[config.mk]
export PLATFORM = sky130hd
export DESIGN_NAME = dfi_init_seq
export DESIGN_NICKNAME = d
export VERILOG_FILES = /design/src/rtl/dfi_init_pkg.sv /design/src/rtl/init_timer.sv /design/src/rtl/dfi_init_seq.sv
export SDC_FILE = /design/constraint.sdc
export NUM_CORES = 1
export LEC_CHECK = 0
export ABC_AREA = 1
export CORE_MARGIN = 2
export CORE_UTILIZATION = 57
export CTS_CLUSTER_DIAMETER = 50
export DETAILED_ROUTE_END_ITERATION = 10
export DONT_BUFFER_PORTS = 1
export PLACE_DENSITY = 0.72
export SYNTH_ARGS = -nofsm -noshare
export SYNTH_HDL_FRONTEND = slang
export SYNTH_SLANG_ARGS = --single-unit
export TNS_END_PERCENT = 30
[constraint.sdc]
create_clock -name clk -period 2.3 [get_ports clk]
set_input_delay 0.69 -clock clk [delete_from_list [all_inputs] [get_ports clk]]
set_output_delay 0.69 -clock clk [all_outputs]
set_load 0.02 [all_outputs]
[src/rtl/dfi_init_pkg.sv]
// Shared types for the DDR3 initialisation sequencer: FSM states, DFI command
// encodings and small elaboration helpers.
package dfi_init_pkg;

    typedef enum logic [3:0] {
        ST_IDLE,
        ST_WAIT_PHY,
        ST_RESET,
        ST_CKE_WAIT,
        ST_XPR,
        ST_MRS2,
        ST_MRS3,
        ST_MRS1,
        ST_MRS0,
        ST_ZQCL,
        ST_DONE
    } init_state_e;

    typedef struct packed {
        logic ras_n;
        logic cas_n;
        logic we_n;
    } cmd_t;

    localparam cmd_t CMD_NOP  = '{ras_n: 1'b1, cas_n: 1'b1, we_n: 1'b1};
    localparam cmd_t CMD_MRS  = '{ras_n: 1'b0, cas_n: 1'b0, we_n: 1'b0};
    localparam cmd_t CMD_ZQCL = '{ras_n: 1'b1, cas_n: 1'b1, we_n: 1'b0};

    // A10 selects the long ZQ calibration variant.
    localparam int ZQCL_ADDR_BIT = 10;

    function automatic int unsigned max_u(input int unsigned a, input int unsigned b);
        return (a > b) ? a : b;
    endfunction

endpackage

[src/rtl/init_timer.sv]
// Loadable down-counter pacing each timed state of the init sequencer.
// Loading T-1 on entry and advancing when zero gives exactly T cycles.
module init_timer #(
    parameter int W = 8
) (
    input  logic         clk,
    input  logic         rst_n,
    input  logic         load,
    input  logic [W-1:0] value,
    output logic         zero
);

    logic [W-1:0] count;

    // NOTE: sequential state uses non-blocking assignments so every flop samples pre-edge values.
    always_ff @(posedge clk or negedge rst_n) begin
        if (!rst_n) begin
            count <= '0;
        end else if (load) begin
            count <= value;
        end else if (count != '0) begin
            count <= count - 1'b1;
        end
    end

    assign zero = (count == '0);

endmodule

[src/rtl/dfi_init_seq.sv]
// DDR3 power-up sequencer: RESET#/CKE bring-up, MR2/MR3/MR1/MR0 programming,
// ZQCL, then init_done with NOP forever. Outputs are registered from the next state.
module dfi_init_seq
    import dfi_init_pkg::*;
#(
    parameter int          ADDR_W       = 16,
    parameter int          BANK_W       = 3,
    parameter int          CS_W         = 1,
    parameter int unsigned T_RESET_CYC  = 80000,
    parameter int unsigned T_CKE_CYC    = 200000,
    parameter int unsigned T_XPR_CYC    = 64,
    parameter int unsigned T_MRD_CYC    = 4,
    parameter int unsigned T_MOD_CYC    = 12,
    parameter int unsigned T_ZQINIT_CYC = 512,
    parameter logic [15:0] MR0          = 16'h0,
    parameter logic [15:0] MR1          = 16'h0,
    parameter logic [15:0] MR2          = 16'h0,
    parameter logic [15:0] MR3          = 16'h0
) (
    input  logic              clk,
    input  logic              rst_n,
    input  logic              start,
    input  logic              phy_init_complete,
    output logic              init_done,
    output logic [ADDR_W-1:0] dfi_address,
    output logic [BANK_W-1:0] dfi_bank,
    output logic              dfi_ras_n,
    output logic              dfi_cas_n,
    output logic              dfi_we_n,
    output logic [CS_W-1:0]   dfi_cs_n,
    output logic [CS_W-1:0]   dfi_cke,
    output logic [CS_W-1:0]   dfi_odt,
    output logic              dfi_reset_n,
    output logic              dfi_dram_clk_disable
);

    localparam int unsigned T_MAX = max_u(max_u(max_u(T_RESET_CYC, T_CKE_CYC),
                                                max_u(T_XPR_CYC, T_MRD_CYC)),
                                          max_u(T_MOD_CYC, T_ZQINIT_CYC));
    localparam int CNT_W = $clog2(T_MAX + 1);

    if ((T_RESET_CYC < 1) || (T_CKE_CYC < 1) || (T_XPR_CYC < 1) ||
        (T_MRD_CYC < 1) || (T_MOD_CYC < 1) || (T_ZQINIT_CYC < 1)) begin : g_bad_timing
        $error("dfi_init_seq: every T_*_CYC parameter must be >= 1");
    end
    if ((ADDR_W <= ZQCL_ADDR_BIT) || (BANK_W < 2)) begin : g_bad_width
        $error("dfi_init_seq: ADDR_W must exceed 10 and BANK_W must be >= 2");
    end

    init_state_e      state, state_next;
    logic             tmr_load, tmr_zero;
    logic [CNT_W-1:0] tmr_value;

    logic              done_next;
    logic [ADDR_W-1:0] addr_next;
    logic [BANK_W-1:0] bank_next;
    cmd_t              cmd_next, cmd_q;
    logic [CS_W-1:0]   cs_next, cke_next;
    logic              rstn_next, clkdis_next;

    function automatic logic [CNT_W-1:0] load_for(input init_state_e s);
        case (s)
            ST_RESET:    return CNT_W'(T_RESET_CYC - 1);
            ST_CKE_WAIT: return CNT_W'(T_CKE_CYC - 1);
            ST_XPR:      return CNT_W'(T_XPR_CYC - 1);
            ST_MRS2,
            ST_MRS3,
            ST_MRS1:     return CNT_W'(T_MRD_CYC - 1);
            ST_MRS0:     return CNT_W'(T_MOD_CYC - 1);
            ST_ZQCL:     return CNT_W'(T_ZQINIT_CYC - 1);
            default:     return '0;
        endcase
    endfunction

    init_timer #(.W(CNT_W)) u_timer (
        .clk   (clk),
        .rst_n (rst_n),
        .load  (tmr_load),
        .value (tmr_value),
        .zero  (tmr_zero)
    );

    always_ff @(posedge clk or negedge rst_n) begin
        if (!rst_n) begin
            state <= ST_IDLE;
        end else begin
            state <= state_next;
        end
    end

    // NOTE: every always_comb output gets a default first, otherwise an unassigned path infers a latch.
    always_comb begin
        state_next = state;
        case (state)
            ST_IDLE:     if (start)             state_next = ST_WAIT_PHY;
            ST_WAIT_PHY: if (phy_init_complete) state_next = ST_RESET;
            ST_RESET:    if (tmr_zero)          state_next = ST_CKE_WAIT;
            ST_CKE_WAIT: if (tmr_zero)          state_next = ST_XPR;
            ST_XPR:      if (tmr_zero)          state_next = ST_MRS2;
            ST_MRS2:     if (tmr_zero)          state_next = ST_MRS3;
            ST_MRS3:     if (tmr_zero)          state_next = ST_MRS1;
            ST_MRS1:     if (tmr_zero)          state_next = ST_MRS0;
            ST_MRS0:     if (tmr_zero)          state_next = ST_ZQCL;
            ST_ZQCL:     if (tmr_zero)          state_next = ST_DONE;
            ST_DONE:                            state_next = ST_DONE;
            default:                            state_next = ST_IDLE;
        endcase
    end

    assign tmr_load  = (state_next != state);
    assign tmr_value = load_for(state_next);

    // Decode from the next state so the registered outputs line up with the state register;
    // a command is issued only on the entry cycle of MRS/ZQCL states.
    always_comb begin
        done_next   = 1'b0;
        addr_next   = '0;
        bank_next   = '0;
        cmd_next    = CMD_NOP;
        cs_next     = '1;
        cke_next    = '0;
        rstn_next   = 1'b0;
        clkdis_next = 1'b1;

        case (state_next)
            ST_IDLE, ST_WAIT_PHY, ST_RESET: ;
            ST_CKE_WAIT: begin
                rstn_next   = 1'b1;
                clkdis_next = 1'b0;
            end
            default: begin
                rstn_next   = 1'b1;
                clkdis_next = 1'b0;
                cke_next    = '1;
                cs_next     = '0;
            end
        endcase

        if (tmr_load) begin
            case (state_next)
                ST_MRS2: begin cmd_next = CMD_MRS; bank_next = BANK_W'(2); addr_next = ADDR_W'(MR2); end
                ST_MRS3: begin cmd_next = CMD_MRS; bank_next = BANK_W'(3); addr_next = ADDR_W'(MR3); end
                ST_MRS1: begin cmd_next = CMD_MRS; bank_next = BANK_W'(1); addr_next = ADDR_W'(MR1); end
                ST_MRS0: begin cmd_next = CMD_MRS; bank_next = BANK_W'(0); addr_next = ADDR_W'(MR0); end
                ST_ZQCL: begin
                    cmd_next                 = CMD_ZQCL;
                    addr_next[ZQCL_ADDR_BIT] = 1'b1;
                end
                default: ;
            endcase
        end

        done_next = (state_next == ST_DONE);
    end

    always_ff @(posedge clk or negedge rst_n) begin
        if (!rst_n) begin
            init_done            <= 1'b0;
            dfi_address          <= '0;
            dfi_bank             <= '0;
            cmd_q                <= CMD_NOP;
            dfi_cs_n             <= '1;
            dfi_cke              <= '0;
            dfi_reset_n          <= 1'b0;
            dfi_dram_clk_disable <= 1'b1;
        end else begin
            init_done            <= done_next;
            dfi_address          <= addr_next;
            dfi_bank             <= bank_next;
            cmd_q                <= cmd_next;
            dfi_cs_n             <= cs_next;
            dfi_cke              <= cke_next;
            dfi_reset_n          <= rstn_next;
            dfi_dram_clk_disable <= clkdis_next;
        end
    end

    assign dfi_ras_n = cmd_q.ras_n;
    assign dfi_cas_n = cmd_q.cas_n;
    assign dfi_we_n  = cmd_q.we_n;
    assign dfi_odt   = '0;

endmodule

==> impl_metrics.tcl <==
set metrics [dict create \
    outcome "finished, final reports clean" \
    route.vias.total 1595 \
    hp-class "primary input to asynchronous set/reset pin" \
    grt_max_degree 33 \
    grt.overflow.total 0 \
    placeableCoreArea_um2 3610 \
    most_used_standard_cell_by_instance_count_after_synthesis "sky130_fd_sc_hd__nand2_1" \
    floorplan.rows 22 \
    final_hold_viol_count 0 \
    timing_worst_setup_path_type "register to register" \
    placed_area_um2 2120 \
    clock_insertion_delay_at_the_later_pin_of_the_skew_report_ns 0.28 \
    io_buffer_count 0 \
    detail_route.vias_per_cell 5.05 \
    signal_arrival_time_at_the_worst_endpoint_ns 2.35 \
    layout_worst_path_cycle_share 0.946 \
    final-max-slew-violation-count 0 \
    layout-drive-gt1-share 0.209 \
    start_kind "register" \
    final_net_count 272 \
    design.portCount 32 \
    floorplan.die_area_um2 4200 \
    ys_seq_elements 32 \
    postCtsHoldBufs 0 \
    path_common_cell "sky130_fd_sc_hd__nand2_1" \
    detailedRoute.firstPassIterationCount 4 \
    gp_congestion 0.931 \
    synth_commonest_cells "sky130_fd_sc_hd__nand2_1 (46), sky130_fd_sc_hd__inv_1 (31), sky130_fd_sc_hd__nor2_1 (31)" \
    cts_root_buffer "sky130_fd_sc_hd__clkbuf_8" \
    fp.dieW_um 64.8 \
    fin_setup_tns_ns 0 \
    critical_path.max_stage_delay_ns 0.40 \
    final_period_minus_worst_setup_slack_ns 2.18 \
    slowest_stage "sky130_fd_sc_hd__dfrtp_1" \
    global_route_wire_length_before_repair_um 6810 \
    finClkSkew_ns 0.00453 \
    cp-end-kind "register" \
    totalWireLength_um 4060 \
    crit_path_max_fanout 6 \
    critical_path.cell_chain "inv_2 > ha_1 > nand2_2 > nor2_8 > nand3_4 > a21oi_4 > nand3_2 > nand2_4 > nand2_4 > buf_12 > nand2_1 > o21ai_1 > nand2_1 > nand2_1" \
    synthToLayoutAreaGrowth_pct 6.23 \
    dpl.hpwl_um 3140 \
    power-per-cell-area_nw_per_um2 460 \
    cts_sinks 32 \
    synth.avg_cell_area_um2 8.21 \
    synth_top_area_cell "sky130_fd_sc_hd__dfrtp_1" \
    die_y_um 64.8 \
    synth.yosys.warnings 0 \
    fmaxAchievable_mhz 460 \
    all_layer_global_routing_usage 0.215 \
    detail_route.iter0.violations 95 \
    cts_made_buffers 5 \
    yosysUniqueCellTypes 34 \
    finalPower_mw 1.03 \
    final_cell_area_um2 2240 \
    worst_ep_required_time_ns 2.48 \
    timing.critical_path.buf_inv 2 \
    leakage_nw 1.18 \
    seq_area_frac_synth 0.382 \
    number_of_global_route_vias_before_repair 1499 \
    wire_per_inst_um 12.9 \
    rsz_0062_raised_after_global_routing "true" \
    asyncSetResetFlopFracSynth 1.00 \
    htree_levels 2 \
    cpLargestDelayFamily "simple AND/OR/NAND/NOR gates" \
    synth.top_cells.by_area "sky130_fd_sc_hd__dfrtp_1 (33%), sky130_fd_sc_hd__nand2_1 (8.2%), sky130_fd_sc_hd__buf_4 (6.4%)" \
    cts.clk_slew.worst_paths_ns 0.07 \
    initial_utilization 0.585 \
    antenna-diode-count 0 \
    ys.flop_type "sky130_fd_sc_hd__dfrtp_1" \
    max_cap_viol_count 0 \
    synth_cells 257 \
    synth-edff-count 0 \
    initial_antenna_violation_count 0 \
    finalSetupViolations 0 \
    remaining_drc_errors 0 \
    synth.cell_area_um2 2110 \
    ctsLongestPathBuffers 2 \
    antenna_violating_nets_post_route 0 \
    synth.top_cell.area_share 0.332 \
    tritoncts "yes" \
    power.ir.vdd_worst_mv 0.412 \
]
[cell usage in the layout, fill, tap and decap left out, types with 2 or more instances in the layout]
master	instances
sky130_fd_sc_hd__nand2_1	46
sky130_fd_sc_hd__inv_1	30
sky130_fd_sc_hd__nor2_1	29
sky130_fd_sc_hd__dfrtp_1	28
sky130_fd_sc_hd__nand3_1	17
sky130_fd_sc_hd__conb_1	17
sky130_fd_sc_hd__a21oi_1	9
sky130_fd_sc_hd__nor3_1	8
sky130_fd_sc_hd__nand2_4	8
sky130_fd_sc_hd__buf_4	7
sky130_fd_sc_hd__xnor2_1	6
sky130_fd_sc_hd__clkbuf_8	6
sky130_fd_sc_hd__o21ai_0	5
sky130_fd_sc_hd__xor2_1	5
sky130_fd_sc_hd__nor2_2	4
sky130_fd_sc_hd__nand4_1	4
sky130_fd_sc_hd__dfstp_2	4
sky130_fd_sc_hd__nand2_2	3
sky130_fd_sc_hd__nand3_4	3
sky130_fd_sc_hd__nand3_2	3
sky130_fd_sc_hd__o21ai_1	3
sky130_fd_sc_hd__nor2_8	2
sky130_fd_sc_hd__a21oi_4	2
sky130_fd_sc_hd__inv_2	2
sky130_fd_sc_hd__o21ai_2	2
sky130_fd_sc_hd__a21oi_2	2
sky130_fd_sc_hd__or2_2	2
[flip-flops by register name, indices dropped and copies added, names as in the netlist]
signal and cells:
u_timer.count 18, dfi_cas_n 1, dfi_bank 2, state 4, dfi_reset_n 1, dfi_address 1, dfi_dram_clk_disable 1, dfi_cke 1
dfi_we_n 1, dfi_cs_n 1, init_done 1
[logic make-up after synthesis]
| family | synth area share |
|---|---|
| other | 0.00178 |
| AO/OA/AOI/OAI | 0.0801 |
| buffers and inverters | 0.144 |
| flip-flops | 0.382 |
| adder cells (fa/ha/maj) | 0.00593 |
| XOR/XNOR | 0.0457 |
| AND/OR/NAND/NOR | 0.341 |
[report_power, final]
group / total, mW / internal (mW) / switching (mW)
sequential: 0.563 / 0.563 / 0
combinational: 0.0245 / 0.0000258 / 0.0244
clock: 0.442 / 0.243 / 0.200
[worst paths after layout]
| check | from | endpoint | slack (ns) | depth (start not counted) |
|---|---|---|---|---|
| worst min register to register | u_timer.count[1]$_DFFE_PN0P_ | u_timer.count[1]$_DFFE_PN0P_ | 0.53 | 2 |
| worst max register to register | u_timer.count[0]$_DFFE_PN0P_ | u_timer.count[1]$_DFFE_PN0P_ | 0.12 | 14 |
| worst min-delay path | rst_n | u_timer.count[16]$_DFFE_PN0P_ | 0.1 | 0 |
| max in group asynchronous | rst_n | dfi_cas_n$_DFF_PN1_ | 2.02 | 0 |
| min in group clk | u_timer.count[1]$_DFFE_PN0P_ | u_timer.count[1]$_DFFE_PN0P_ | 0.53 | 2 |
| worst max-delay path | u_timer.count[0]$_DFFE_PN0P_ | u_timer.count[1]$_DFFE_PN0P_ | 0.12 | 14 |
[layout make-up]
type / count / area (µm²)
Fill cell: 330 / 1370
Timing Repair Buffer: 8 / 72.6
Clock buffer: 7 / 86.3
Sequential cell: 32 / 806
Clock inverter: 1 / 7.51
Inverter: 34 / 138
Tap cell: 48 / 60.1
Multi-Input combinational cell: 186 / 1070
[what timing repair did]
item                                    in CTS  in global routing
buffers inserted                             0                  2
resized for setup                            0                  6
endpoints found under the setup margin       0                 18
[layer usage]
layer	GRT usage	up-vias	routed length [µm]
li1	-	796	-
met1	0.293	740	1810
met2	0.341	54	1960
met3	0.0330	5	228
met4	0.0878	0	58
met5	0	-	0
[per-stage QoR]
stage / hold slack, ns / utilization / worst slack (ns) / cells
after floorplan: 0.394 / - / 0.246 / 273
after global placement: 0.395 / 0.587 / 0.112 / 306
after detailed placement: 0.396 / 0.587 / 0.0418 / 306
after CTS: 0.0933 / 0.613 / 0.0300 / 314
after global routing: 0.0867 / 0.621 / -0.0366 / 316
final: 0.0976 / 0.621 / 0.124 / 316
Power figures use the tool's default switching activity.
